File: config.mk
export PLATFORM = sky130hd
export DESIGN_NAME = uart_rx_fifo
export DESIGN_NICKNAME = d
export VERILOG_FILES = /design/src/rtl/uart_rx_fifo.sv
export SDC_FILE = /design/constraint.sdc
export NUM_CORES = 1
export LEC_CHECK = 0
export ABC_AREA = 1
export CAP_MARGIN = 20
export CORE_MARGIN = 5
export CORE_UTILIZATION = 55
export CTS_CLUSTER_DIAMETER = 120
export CTS_CLUSTER_SIZE = 16
export DETAILED_ROUTE_END_ITERATION = 7
export GPL_TIMING_DRIVEN = 0
export HOLD_SLACK_MARGIN = 0.12
export PLACE_DENSITY = 0.74
export SYNTH_ARGS = -nofsm -noshare
export SYNTH_HDL_FRONTEND = slang
export SYNTH_SLANG_ARGS = --single-unit
File: constraint.sdc
create_clock -name clk -period 2.8 [get_ports clk]
set_clock_uncertainty 0.15 [all_clocks]
set_input_delay 0.56 -clock clk [delete_from_list [all_inputs] [get_ports clk]]
set_output_delay 0.56 -clock clk [all_outputs]
set_load 0.005 [all_outputs]
File: src/rtl/uart_rx_fifo.sv
// uart_rx_fifo: first-word-fall-through receive byte FIFO with sticky overrun and irq level
module uart_rx_fifo #(
  parameter int DEPTH  = 16,
  parameter int ADDR_W = 4,
  parameter int THRESH = 1
) (
  input  logic              clk,
  input  logic              reset,
  input  logic              rx_end,
  input  logic [7:0]        rx_data,
  input  logic              pop,
  output logic [7:0]        rd_data,
  output logic              empty,
  output logic              full,
  output logic [ADDR_W:0]   count,
  output logic              overrun,
  input  logic              ovr_clr,
  input  logic              flush,
  output logic              irq_rx
);
  logic [7:0]        mem [DEPTH];
  logic [ADDR_W-1:0] wr_ptr, rd_ptr;
  logic              push, pop_ok, ovr_set;
  logic [ADDR_W:0]   next_count;
  assign empty      = count == '0;
  assign full       = count == (ADDR_W+1)'(DEPTH);
  // a pop frees a slot on the same edge, so a full FIFO still accepts rx_end with pop
  assign push       = rx_end & (~full | pop);
  assign pop_ok     = pop & ~empty;
  assign ovr_set    = rx_end & full & ~pop;
  assign next_count = flush ? '0 : count + (ADDR_W+1)'(push) - (ADDR_W+1)'(pop_ok);
  assign rd_data    = empty ? 8'h00 : mem[rd_ptr];
  always_ff @(posedge clk)
    if (push && !flush && !reset) mem[wr_ptr] <= rx_data;
  always_ff @(posedge clk) begin
    if (reset) begin
      wr_ptr  <= '0;
      rd_ptr  <= '0;
      count   <= '0;
      overrun <= 1'b0;
      irq_rx  <= 1'b0;
    end else begin
      wr_ptr  <= flush ? '0 : push   ? wr_ptr + ADDR_W'(1) : wr_ptr;
      rd_ptr  <= flush ? '0 : pop_ok ? rd_ptr + ADDR_W'(1) : rd_ptr;
      count   <= next_count;
      overrun <= ovr_set | (overrun & ~ovr_clr);
      irq_rx  <= next_count >= (ADDR_W+1)'(THRESH);
    end
  end
endmodule

==> impl_metrics.py, run 1 <==
metrics = {
    "status": {
        "status": "complete, no violations",
    },
    "clock_network": {
        "clk_latency_ns": 0.42,
        "cts_sinks": 147,
        "clock_path_buffers": 2,
        "htreeDepth": 4,
        "cts_tree": "built",
        "cts_made_buffers": 17,
        "clkTransAtPathRegs_ns": 0.06,
        "cts_root_buf": "clkbuf_16",
    },
    "layout": {
        "area_growth_syn_to_layout_pct": 19.3,
        "n_antenna_cell": 0,
        "layout-drive-gt1-share_pct": 15.2,
        "fin_nets": 645,
        "final_util_pct": 66.3,
        "nFillCells": 813,
    },
    "worst_hold_path": {
        "worstHoldEndpoint": "rd_ptr[3]",
        "worst_hold_path.num_cells": 2,
        "hp-start": "rd_ptr[3]",
        "min_path_type": "flip-flop to flip-flop",
    },
    "global_route": {
        "antenna_found_initial": 0,
        "grt_overflow_total": 0,
        "grt_pass1_wl_um": 23900,
        "gr-usage-all-layers_pct": 24.3,
        "grt_max_degree": 17,
        "grt_pass1_vias": 4418,
    },
    "critical_path": {
        "cp-start-kind": "flip-flop",
        "cp-end-kind": "output pin",
        "cp_max_fo": 9,
        "r2r_slack_ns": 0.13,
        "required_ns": 2.09,
        "reg2reg_from": "count[2]",
        "r2r_cells": 17,
        "r2r-end": "irq_rx",
        "critPathArrivalTime_ns": 1.98,
        "setup.worst_path.class": "flip-flop to output pin",
    },
    "power": {
        "p_leak_nw": 2.84,
        "total_power_mw": 5.68,
        "p_per_area_nw_per_um2": 760,
        "vdd_drop_max_mv": 0.411,
    },
    "floorplanning": {
        "ios": 31,
        "rows": 39,
        "start_util_pct": 55.6,
        "core_area_um2": 11300,
        "fp.dieW_um": 117,
        "die_y_um": 117,
        "dieArea_um2": 13600,
    },
    "place": {
        "pre_cts_slack_ns": -0.330,
        "io_buffers": 30,
        "gp_congestion": 0.892,
        "hpwlAfterDp_um": 9850,
    },
    "sta": {
        "worstMarginPinSlew_ns": 0.954,
        "max_freq_ghz": 0.372,
        "finalMaxSlewViolations": 0,
        "post-route-period-util_pct": 96.0,
        "whs_ns": 0.367,
        "rsz0062_at_grt": "yes",
        "final.setup.worst_slack_ns": 0.113,
        "hold_viol": 0,
        "setup_viol": 0,
        "slew_headroom_pct": 36.2,
        "fin_crit_ns": 2.69,
    },
    "synthesis": {
        "synth_edf_count": 128,
        "synth-adder-area-share_pct": 2.52,
        "syn_nets": 591,
        "synth_flop_cell": "edfxtp_1",
        "synth_compound_gate_area_share_pct": 1.90,
        "synthesis.instances": 565,
        "synth_top_family_by_area": "simple AND/OR/NAND/NOR gates",
        "yosys_register_bits": 147,
        "synth_common_cells": "nand2_1 (179), edfxtp_1 (128), nand3_1 (104), nor2_1 (30), inv_1 (25)",
        "yosys_warnings": 0,
        "synthSimpleGateAreaFrac_pct": 22.2,
        "synth_cell_types": 28,
        "netlist.area_leader.share_pct": 61.4,
        "async_reset_ff_share_pct": 0,
        "yosysMostFrequentCell": "nand2_1",
        "synth-seq-area-share_pct": 67.4,
        "synthTopCellsByArea": "edfxtp_1 (61%), nand2_1 (11%), nand3_1 (8.3%), dfxtp_1 (6.1%), ha_1 (2.2%)",
        "synth-xor-area-share_pct": 0.699,
        "synth_area_um2": 6260,
        "muxShareOfSynthArea_pct": 0,
        "yosys.area.top_type": "edfxtp_1",
        "syn_avg_cell_area_um2": 11.1,
    },
    "detailed_routing": {
        "viasPerCell": 5.66,
        "first_pass_iters": 5,
        "avgRoutedWirePerCell_um": 19.8,
        "routed_wl_um": 15400,
        "drc": 0,
        "antenna_left": 0,
        "drtIter0Drc": 449,
        "vias": 4383,
    },
    "run": {
        "drv_cap": 0,
    },
}
-- power by group --
group	total (mW)	switching [mW]	leakage, nW	internal, mW
logic	1.01	0.596	1.23	0.416
registers	2.45	0.0322	1.31	2.42
clock network	2.22	0.878	0.302	1.34
total	5.68	1.51	2.84	4.18
-- worst max path at each step --
stage	start	to	slack (ns)	cells after the start
after floorplan	count[2]	irq_rx	0.26	17
after global placement	pop	irq_rx	-0.27	15
after detailed placement	pop	irq_rx	-0.33	15
after CTS	count[2]	irq_rx	0.03	17
after global routing	count[2]	irq_rx	-0.06	17
final	count[2]	empty	0.11	6
-- registers in the layout, indices dropped and copies added, names as in the netlist, named ones only --
register and count:
rd_ptr 4, overrun 1, wr_ptr 4, irq_rx 1
count 5, mem 128
-- metrics by stage --
step                      instance area (um2)  TNS [ns]  std cells
after global routing                     7470   -0.0795        775
final                                    7470         0        775
after detailed placement                 6740    -20.12        738
after floorplan                          6260         0        565
after CTS                                7420         0        773
after global placement                   6740    -11.62        738
-- final cells by class --
type | instances | area, um2 | area share (%)
flip-flops and latches | 147 | 4230 | 56.6
multi-input cells | 363 | 1770 | 23.7
clock buffers | 22 | 528 | 7.07
repair buffers | 35 | 325 | 4.35
plain buffers | 26 | 258 | 3.45
well taps | 143 | 179 | 2.39
inverters | 29 | 119 | 1.59
clock inverters | 10 | 65.1 | 0.871
-- layer usage --
layer	up-vias	routed length [um]	part of all wire, %	track usage (%)
li1	2051	-	-	-
met1	2090	5920	39	31.0
met2	209	7650	50	40.2
met3	33	1390	9.0	5.60
met4	0	400	2.6	10.3
met5	-	0	0	0
-- kinds of logic (layout without fill, tap and decap cells) --
kind of cell / count (synthesis) / in the layout
AO/OA/AOI/OAI: 23 / 23
XOR/XNOR: 5 / 5
adder cells (fa/ha/maj): 12 / 12
buffers and inverters: 55 / 122
flip-flops: 147 / 147
AND/OR/NAND/NOR: 323 / 323
-- worst max-delay path, stage by stage, from the launching register on --
cell and delay (ns):
dfxtp_2 0.34, inv_2 0.09, ha_4 0.16, nand4_1 0.14, buf_4 0.19, clkinv_2 0.12
clkdlybuf4s50_1 0.52
-- layout by cell type (no fill, tap or decap) --
cell type        instances
buf_2                    3
nor2_4                   1
clkbuf_2                 1
xor2_1                   4
xnor2_1                  1
clkbuf_4                 1
or2_1                    1
a21oi_2                  2
inv_2                    7
dfxtp_1                 16
inv_6                    1
fa_1                     1
nor2_1                  30
clkinv_2                 5
a21oi_1                 14
ha_1                    10
dlygate4sd2_1            8
buf_8                    2
dfxtp_4                  1
clkinv_4                 3
clkdlybuf4s50_1         22
dfxtp_2                  2
nand3_2                 10
nand2_2                  6
buf_4                   10
o21ai_0                  4
o21bai_1                 1
inv_4                    3
nand3_1                100
inv_1                   19
o21ai_1                  1
nand2_1                174
edfxtp_1               128
clkbuf_16               20
clkinvlp_4               1
clkbuf_8                 3
a31oi_1                  1
ha_4                     1
nand4_1                  1
buf_6                   13
-- what timing repair did --
action,4_1_cts,5_1_grt
gates cloned,1,0
hold buffers,0,0
setup endpoints to repair,10,130
buffers inserted,2,2
gates resized for setup,34,13
pin swaps,2,3
Note: power is estimated with default switching activity, not from simulation.
==> inputs of run 2 (changes only) <==
--- a/config.mk
+++ b/config.mk
@@ -9,6 +9,7 @@
 export CAP_MARGIN = 20
 export CORE_MARGIN = 5
 export CORE_UTILIZATION = 55
+export CTS_BUF_LIST = sky130_fd_sc_hd__clkbuf_4
 export CTS_CLUSTER_DIAMETER = 120
 export CTS_CLUSTER_SIZE = 16
 export DETAILED_ROUTE_END_ITERATION = 7
==> impl_metrics.py, run 2 (same netlist as run 1, synthesis figures left out) <==
metrics = {
    "sta": {
        "final.setup.worst_slack_ns": 0.0240,
        "fin_crit_ns": 2.78,
        "setup_viol": 0,
        "whs_ns": 0.379,
        "rsz0062_at_grt": "yes",
        "slew_headroom_pct": 37.4,
        "post-route-period-util_pct": 99.1,
        "worstMarginPinSlew_ns": 0.935,
        "finalMaxSlewViolations": 0,
        "hold_viol": 0,
        "max_freq_ghz": 0.360,
    },
    "place": {
        "gp_congestion": 0.892,
        "io_buffers": 30,
        "hpwlAfterDp_um": 9850,
        "post_dp_cell_area_um2": 6740,
        "pre_cts_slack_ns": -0.330,
    },
    "layout": {
        "mostFrequentLayoutCell": "nand2_1",
        "top_regs": "mem: 128 flops, count: 5 flops",
        "fin_nets": 655,
        "area_growth_syn_to_layout_pct": 19.8,
        "layout_common_cells": "nand2_1 (168), edfxtp_1 (128), nand3_1 (74)",
        "final_area_um2": 7500,
        "final_util_pct": 66.6,
        "nFillCells": 818,
        "max_flop_register": "mem",
        "layout-drive-gt1-share_pct": 23.8,
        "n_antenna_cell": 0,
        "largest_reg_flops": 128,
    },
    "detailed_routing": {
        "vias": 4445,
        "routed_wl_um": 15600,
        "viasPerCell": 5.66,
        "first_pass_iters": 8,
        "antenna_left": 0,
        "drc": 2,
        "drtIter0Drc": 394,
        "avgRoutedWirePerCell_um": 19.9,
    },
    "clock_network": {
        "cts_root_buf": "clkbuf_4",
        "cts_made_buffers": 17,
        "htreeDepth": 4,
        "clkTransAtPathRegs_ns": 0.13,
        "cts_hold_buffers": 0,
        "cts_tree": "built",
        "cts_sinks": 147,
        "clk_latency_ns": 0.55,
        "clock_path_buffers": 2,
    },
    "floorplanning": {
        "die_y_um": 117,
        "rows": 39,
        "core_area_um2": 11300,
        "ios": 31,
        "dieArea_um2": 13600,
        "fp.dieW_um": 117,
        "start_util_pct": 55.6,
    },
    "critical_path": {
        "critPathArrivalTime_ns": 2.07,
        "cp-start-kind": "flip-flop",
        "r2r_cells": 17,
        "r2r_slack_ns": 0.16,
        "endpoint": "rd_data[1]",
        "required_ns": 2.09,
        "reg2reg_from": "count[3]",
        "cp-end-kind": "output pin",
        "setup.worst_path.class": "flip-flop to output pin",
        "cp_max_fo": 8,
        "r2r-end": "irq_rx",
    },
    "global_route": {
        "grt_overflow_total": 0,
        "grt_pass1_vias": 4379,
        "grt_pass1_wl_um": 23500,
        "antenna_found_initial": 0,
        "gr-usage-all-layers_pct": 23.8,
        "grt_max_degree": 17,
    },
    "power": {
        "p_sw_mw": 1.46,
        "power_frac_comb_pct": 23.6,
        "p_sw_share_pct": 29.2,
        "vdd_drop_max_mv": 0.391,
        "p_seq_share_pct": 49.0,
        "p_per_area_nw_per_um2": 666,
        "total_power_mw": 5.00,
        "p_leak_nw": 2.85,
        "power_frac_clock_pct": 27.4,
        "p_int_mw": 3.54,
    },
    "status": {
        "status": "finished with violations",
        "violations": "DRC",
    },
    "run": {
        "drv_cap": 0,
    },
    "worst_hold_path": {
        "min_path_type": "flip-flop to flip-flop",
    },
}
[run 2: layer usage]
metal | vias up | wire, um | track usage (%)
li1 | 2070 | - | -
met1 | 2134 | 6160 | 30.9
met2 | 203 | 7850 | 39.4
met3 | 38 | 1210 | 6.11
met4 | 0 | 387 | 7.87
met5 | - | 0 | 0
[run 2: what timing repair did]
item	4_1_cts	5_1_grt
setup endpoints to repair	11	131
cloned	2	3
resized for setup	58	65
pin swaps	4	19
setup buffers	4	7
[run 2: power groups by stage]
| stage | clock network [mW] | logic (mW) | registers [mW] |
|---|---|---|---|
| 4_1_cts | 1.38 | 1.01 | 2.45 |
| 5_1_grt | 1.49 | 1.29 | 2.45 |
| 6_report | 1.37 | 1.18 | 2.45 |
| 2_1_floorplan | 0 | 0.525 | 2.49 |
| 3_5_place_dp | 0 | 0.928 | 2.49 |
| 3_3_place_gp | 0 | 0.903 | 2.49 |
[run 2: worst max-delay path, cell delays in order, from the launching register on]
cell	delay [ns]
dfxtp_2	0.35
buf_6	0.11
clkinvlp_4	0.10
buf_12	0.16
clkbuf_16	0.16
nand3_1	0.08
nand3_1	0.10
nand2_1	0.12
nand2_1	0.07
a21oi_2	0.12
buf_2	0.14
[run 2: area by class of cell]
cell class / instances / area [um2] / share of cell area, %
buffer: 25 / 270 / 3.60
tap: 143 / 179 / 2.38
inverter: 29 / 123 / 1.63
timing repair inverter: 1 / 7.51 / 0.100
clock buffer: 17 / 128 / 1.70
multi-input combinational: 363 / 1940 / 25.9
sequential: 147 / 4230 / 56.4
clock inverter: 15 / 163 / 2.17
timing repair buffer: 45 / 462 / 6.15
[run 2: worst min-delay path by stage]
stage / startpoint / to / cells past startpoint
floorplan: rd_ptr[0] / flip-flop / 1
global placement: rd_ptr[0] / rd_ptr[0] / 1
detailed placement: rd_ptr[0] / flip-flop / 1
CTS: rd_ptr[0] / flip-flop / 1
global route: rd_ptr[0] / flip-flop / 1
finish: rd_ptr[3] / rd_ptr[3] / 2
[run 2: metrics by stage]
step                      cells  setup TNS, ns
after floorplan             565              0
after global placement      738         -11.62
after detailed placement    738         -20.12
after CTS                   776       -0.00227
after global routing        785         -0.202
final                       785              0
